[config.mk]
export PLATFORM = sky130hd
export DESIGN_NAME = l15_noc1_out_sched_flat
export DESIGN_NICKNAME = d
export VERILOG_FILES = /design/src/rtl/l15_noc1_out_sched_if.sv /design/src/rtl/l15_noc1_out_sched.sv /design/src/flat_wrapper.sv
export SDC_FILE = /design/constraint.sdc
export NUM_CORES = 1
export LEC_CHECK = 0
export ABC_AREA = 1
export CAP_MARGIN = 20
export CORE_ASPECT_RATIO = 0.75
export CORE_MARGIN = 5
export CORE_UTILIZATION = 32
export CTS_BUF_LIST = sky130_fd_sc_hd__clkbuf_16
export CTS_CLUSTER_DIAMETER = 150
export DETAILED_ROUTE_END_ITERATION = 10
export PLACE_DENSITY = 0.83
export SLEW_MARGIN = 25
export SYNTH_ARGS = -nofsm -noshare
export SYNTH_HDL_FRONTEND = slang
export SYNTH_SLANG_ARGS = --single-unit
[constraint.sdc]
create_clock -name clk -period 2.5 [get_ports clk]
set_input_delay 0.5 -clock clk [delete_from_list [all_inputs] [get_ports clk]]
set_output_delay 0.5 -clock clk [all_outputs]
set_load 0.02 [all_outputs]
[src/rtl/l15_noc1_out_sched_if.sv]
// rtl/l15_noc1_out_sched_if.sv - val/rdy bundle for the two NoC1 flit sources and the router port
interface l15_noc1_out_sched_if #(
  parameter int FLIT_W = 64
);
  logic              src0_val;
  logic [FLIT_W-1:0] src0_data;
  logic              src0_rdy;
  logic              src1_val;
  logic [FLIT_W-1:0] src1_data;
  logic              src1_rdy;
  logic              noc1_out_val;
  logic [FLIT_W-1:0] noc1_out_data;
  logic              noc1_out_rdy;

  modport master (
    output src0_val, src0_data, src1_val, src1_data, noc1_out_rdy,
    input  src0_rdy, src1_rdy, noc1_out_val, noc1_out_data
  );

  modport slave (
    input  src0_val, src0_data, src1_val, src1_data, noc1_out_rdy,
    output src0_rdy, src1_rdy, noc1_out_val, noc1_out_data
  );
endinterface

[src/rtl/l15_noc1_out_sched.sv]
// rtl/l15_noc1_out_sched.sv - packet-granular round-robin scheduler for the L1.5 NoC1 output port
module l15_noc1_out_sched #(
  parameter int FLIT_W = 64,
  parameter int LEN_LO = 22,
  parameter int LEN_W  = 8
) (
  input  logic                    clk,
  input  logic                    rst,
  input  logic                    dmbr_l15_stall,
  l15_noc1_out_sched_if.slave     bus,
  output logic                    sched_busy,
  output logic                    sched_owner
);
  typedef enum logic {S_IDLE = 1'b0, S_SEND = 1'b1} state_t;

  state_t            r_state, w_state_nxt;
  logic              r_owner, w_owner_nxt;
  logic              r_rr_ptr, w_rr_nxt;
  logic [LEN_W-1:0]  r_remaining, w_rem_nxt;

  logic              w_pick, w_sel, w_sel_val, w_hs;
  logic [FLIT_W-1:0] w_sel_data;
  logic [LEN_W-1:0]  w_len;

  always_ff @(posedge clk) begin
    if (rst) begin
      r_state     <= S_IDLE;
      r_owner     <= 1'b0;
      r_rr_ptr    <= 1'b0;
      r_remaining <= '0;
    end else begin
      r_state     <= w_state_nxt;
      r_owner     <= w_owner_nxt;
      r_rr_ptr    <= w_rr_nxt;
      r_remaining <= w_rem_nxt;
    end
  end

  // Source pick: owner while sending, otherwise rr_ptr first; reset masks everything.
  always_comb begin
    w_pick = 1'b0;
    w_sel  = r_rr_ptr;
    if (!rst) begin
      if (r_state == S_SEND) begin
        w_pick = 1'b1;
        w_sel  = r_owner;
      end else if (!dmbr_l15_stall) begin
        if (r_rr_ptr ? bus.src1_val : bus.src0_val) begin
          w_pick = 1'b1;
          w_sel  = r_rr_ptr;
        end else if (r_rr_ptr ? bus.src0_val : bus.src1_val) begin
          w_pick = 1'b1;
          w_sel  = ~r_rr_ptr;
        end
      end
    end
    w_sel_val  = w_sel ? bus.src1_val  : bus.src0_val;
    w_sel_data = w_sel ? bus.src1_data : bus.src0_data;
  end

  assign bus.noc1_out_val  = w_pick & w_sel_val;
  assign bus.noc1_out_data = (w_pick && w_sel_val) ? w_sel_data : '0;
  assign bus.src0_rdy      = w_pick & ~w_sel & bus.noc1_out_rdy;
  assign bus.src1_rdy      = w_pick &  w_sel & bus.noc1_out_rdy;
  assign sched_busy        = (r_state == S_SEND);
  assign sched_owner       = r_owner;

  assign w_hs  = bus.noc1_out_val & bus.noc1_out_rdy;
  assign w_len = w_sel_data[LEN_LO +: LEN_W];

  always_comb begin
    w_state_nxt = r_state;
    w_owner_nxt = r_owner;
    w_rr_nxt    = r_rr_ptr;
    w_rem_nxt   = r_remaining;
    if (w_hs) begin
      if (r_state == S_IDLE) begin
        if (w_len == '0) begin
          w_rr_nxt = ~w_sel;
        end else begin
          w_state_nxt = S_SEND;
          w_owner_nxt = w_sel;
          w_rem_nxt   = w_len;
        end
      end else begin
        w_rem_nxt = r_remaining - LEN_W'(1);
        if (r_remaining == LEN_W'(1)) begin
          w_state_nxt = S_IDLE;
          w_rr_nxt    = ~r_owner;
        end
      end
    end
  end
endmodule

[src/flat_wrapper.sv]
// flat-port wrapper written by rule: the top's interface ports become plain ports
module l15_noc1_out_sched_flat 
#(
  parameter int FLIT_W = 64,
  parameter int LEN_LO = 22,
  parameter int LEN_W  = 8
)
  (clk, rst, dmbr_l15_stall, sched_busy, sched_owner, bus_src0_val, bus_src0_data, bus_src1_val, bus_src1_data, bus_noc1_out_rdy, bus_src0_rdy, bus_src1_rdy, bus_noc1_out_val, bus_noc1_out_data);
  l15_noc1_out_sched_if #(.FLIT_W(FLIT_W)) bus_i ();
  input  logic clk;
  input  logic rst;
  input  logic dmbr_l15_stall;
  output logic sched_busy;
  output logic sched_owner;
  input wire logic [$bits(bus_i.src0_val)-1:0] bus_src0_val;
  input wire logic [$bits(bus_i.src0_data)-1:0] bus_src0_data;
  input wire logic [$bits(bus_i.src1_val)-1:0] bus_src1_val;
  input wire logic [$bits(bus_i.src1_data)-1:0] bus_src1_data;
  input wire logic [$bits(bus_i.noc1_out_rdy)-1:0] bus_noc1_out_rdy;
  output wire logic [$bits(bus_i.src0_rdy)-1:0] bus_src0_rdy;
  output wire logic [$bits(bus_i.src1_rdy)-1:0] bus_src1_rdy;
  output wire logic [$bits(bus_i.noc1_out_val)-1:0] bus_noc1_out_val;
  output wire logic [$bits(bus_i.noc1_out_data)-1:0] bus_noc1_out_data;
  assign bus_i.src0_val = bus_src0_val;
  assign bus_i.src0_data = bus_src0_data;
  assign bus_i.src1_val = bus_src1_val;
  assign bus_i.src1_data = bus_src1_data;
  assign bus_i.noc1_out_rdy = bus_noc1_out_rdy;
  assign bus_src0_rdy = bus_i.src0_rdy;
  assign bus_src1_rdy = bus_i.src1_rdy;
  assign bus_noc1_out_val = bus_i.noc1_out_val;
  assign bus_noc1_out_data = bus_i.noc1_out_data;
  l15_noc1_out_sched #(.FLIT_W(FLIT_W), .LEN_LO(LEN_LO), .LEN_W(LEN_W)) u_core (.clk(clk), .rst(rst), .dmbr_l15_stall(dmbr_l15_stall), .bus(bus_i), .sched_busy(sched_busy), .sched_owner(sched_owner));
endmodule
==> impl_results.md <==
* Chip Width at 107 um
* Sequential share of power at between 15 and 20%
* Hold Path Depth at 4
* Fin worst setup slack at 0.120 ns
* Boundary Pins at 203
* Synthesized area at 2250 um2
* Syn Inst Count at just under 500
* Tcrit/Tclk final at 95.2%
* Initial antenna violation count at 0
* GPL Wtd Cong at 0.916
* # fillers at 621
* Hold endpoint: u_core.r_remaining[7]
* Total power at roughly 1.2 mW
* Cell Count, Final, Fillers Out at 789
* CP endpoint kind: output port
* Vias in the first global route at 3442
* Worst-Margin Slew at 0.530 ns
* IO buf count at about 200
* Via density at ~4.5
* HP Class: reg2reg
* Hold Vio Cnt, Final at 0
* Net switching power at 0.400 mW
* Residual DRC count at 0
* Max VDD drop at slightly above 0.2 mV
* Pre-CTS WS at -0.671 ns
* R2R setup slack at 0.24 ns
* TNS Setup at 0 ns
* H-tree depth at 1
* Synthesis-to-layout area growth at 110%
* Final setup viols at 0
* Core Region at 6830 um2
* Rel. slew slack at 64.3%
* Outcome: complete, no violations
* First-pass GRT wire length at 16.0 mm
* Wire length per cell at 13.5 um
* Critical path fanouts, max at 7
* Root Driver: clkbuf_16
* Final ANT Viol Nets at 0
* F_max at 420 MHz
* DRT Pass-1 Iters at 5
* Fin crit period at between 2 and 2.5 ns
* Syn Area/Cell at 4.60 um2
* Sw frac at 34.2%
* Setup CP Type: in2out
* Comb pwr share at 58.7%
* # rows at 26
* Die Y at approximately 83 um
* Final Max Slew Viols at 0
* Max_cap viols at 0
* Yosys reg bits at 11
* GRT Total Usage at between 20% and 30%
* PwrDens at between 200 and 250 nW/um2
* Worst Path Required at ~2.0 ns
* Synth warn at 0
* Inserted Diodes at 0
* Cell count of the worst reg-to-reg path at 18
* TritonCTS clock tree: done
* Clock Power Share at 25.2%
* Final nets at 842
* Hpwl dp at 8.09 mm
* R2r startpoint: u_core.r_rr_ptr
* Insertion delay to the later sink of the worst-skew pair at 0.24 ns
* Clock Pin Slew Worst Setup and Hold Paths at 0.05 ns
* Placed cells at between 700 and 800
* Critical path arrival at roughly 1.9 ns
* Detailed Route Iter0 Violations at 142
* Leakage at 2.82 nW
* Die ar. at ~9000 um2
* Initial Util at 32.9%
* Gr ovfl total at 0
* Post-synth net total at 624
* Hold_sp: u_core.r_remaining[7]
* Largest net degree at the start of global routing at 34
* Clk buf depth at 2
* Setup Skew at 0.00393 ns
* CTS hold repair buffers at 0
* Layout cell share with drive strength beyond 1 at ~25%
* Yosys cell types at 22
* CTS Buf Count at 3
* Worst r2r dst: u_core.r_remaining[6]
* Final wirelength at approximately 11 mm
* Sequential fraction of the synthesis area at 9.81%
* RSZ-0062 raised after global routing: yes
* Clk sinks at 11
* Internal at 0.769 mW
* Startpoint Class: input pin
* Via count at ~3600
[sequential cells by signal, indices dropped and copies added, names as in the netlist]
name,count
u_core.sched_owner,1
u_core.r_remaining,8
u_core.sched_busy,1
u_core.r_rr_ptr,1
[worst max-delay path, stage by stage]
cell and delay [ns]:
buf_6 0.09, inv_1 0.04, nand2_1 0.06, nand3b_1 0.07, nand2_1 0.08, nand2_2 0.09, nand2_4 0.10, clkinvlp_4 0.11
buf_6 0.14, buf_12 0.12, buf_16 0.13, nand2_1 0.06, nand2_1 0.05, nand2_1 0.06, inv_1 0.03, buf_4 0.14
[what timing repair did]
item / 4_1_cts / 5_1_grt
pin swaps: 4 / 15
buffers inserted: 8 / 1
gates cloned: 5 / 0
resized for setup: 326 / 68
setup endpoints to repair: 75 / 74
[placed cells by master (no fill, tap or decap), types with 3 or more instances in the layout]
cell,count
clkdlybuf4s50_1,131
a22oi_1,3
nand3b_1,8
dlygate4sd2_1,3
nand2_1,244
buf_2,19
buf_4,45
nand2_2,27
nand2_4,7
buf_6,29
buf_12,3
nor2_2,19
nor2_1,19
nor3_1,3
inv_2,7
o21ai_0,11
nand3_1,11
buf_16,4
inv_1,79
dfxtp_1,10
a21oi_1,6
clkbuf_16,3
[worst max path at each step]
| stage | startpoint | endpoint | slack, ns | cells after the start |
|---|---|---|---|---|
| 2_1_floorplan | dmbr_l15_stall | bus_noc1_out_data[54] | 0.20 | 11 |
| 4_1_cts | dmbr_l15_stall | bus_noc1_out_data[1] | -0.02 | 15 |
| 5_1_grt | u_core.r_rr_ptr | bus_noc1_out_data[20] | -0.006 | 15 |
| 3_3_place_gp | bus_src1_val | bus_noc1_out_data[40] | -0.62 | 14 |
| 6_report | bus_src1_val | bus_noc1_out_data[20] | 0.12 | 16 |
| 3_5_place_dp | bus_src1_val | bus_noc1_out_data[18] | -0.67 | 14 |
[final cells by class]
class                           instances  area, um2  share of cell area (%)
Multi-Input combinational cell        366       1680                    35.6
Clock inverter                          1       3.75                  0.0797
Clock buffer                            3       75.1                    1.59
Sequential cell                        11        221                    4.70
Inverter                               87        334                    7.10
Tap cell                               84        105                    2.23
Timing Repair Buffer                  237       2290                    48.7
[metrics by stage]
stage | util (%) | cell area [um2] | hold slack (ns)
after floorplan | - | 2250 | 0.494
after global placement | 65.3 | 4460 | 0.559
after detailed placement | 65.3 | 4460 | 0.576
after CTS | 67.2 | 4590 | 0.592
after global routing | 68.9 | 4710 | 0.634
final | 68.9 | 4710 | 0.589
[per-layer routing]
metal / GRT usage [%] / vias up / wire length [um]
met3: 6.22 / 12 / 997
li1: - / 1855 / -
met5: 0 / - / 0
met2: 41.6 / 161 / 5320
met4: 5.75 / 0 / 173
met1: 25.7 / 1547 / 4200
[cells in the mapped netlist (all sizes together)]
master | count | area share (%)
a21oi | 8 | 1.8
a22oi | 3 | 1.0
buf | 15 | 4.2
clkbuf | 9 | 1.5
dfxtp | 11 | 9.8
ha | 2 | 1.1
inv | 87 | 15
nand2 | 279 | 48
nand3 | 12 | 2.9
nand3b | 8 | 2.7
nor2 | 38 | 8.4
nor3 | 3 | 0.67
nor4 | 2 | 0.56
o21ai | 11 | 2.5
[kinds of logic after synthesis]
| family | count (synthesis) | share of synthesized area [%] |
|---|---|---|
| AOI/OAI and AO/OA | 22 | 5.24 |
| and+or+nand+nor | 342 | 63.6 |
| buffers and inverters | 111 | 20.3 |
| adders and majority gates | 2 | 1.11 |
| DFF | 11 | 9.80 |
[power groups by stage]
stage | combinational, mW | clock [mW] | sequential, mW
6_report | 0.686 | 0.294 | 0.189
5_1_grt | 0.748 | 0.307 | 0.189
4_1_cts | 0.665 | 0.298 | 0.188
3_5_place_dp | 0.631 | 0 | 0.192
3_3_place_gp | 0.622 | 0 | 0.191
2_1_floorplan | 0.275 | 0 | 0.192
No activity file was read; power rests on OpenSTA's default activity.
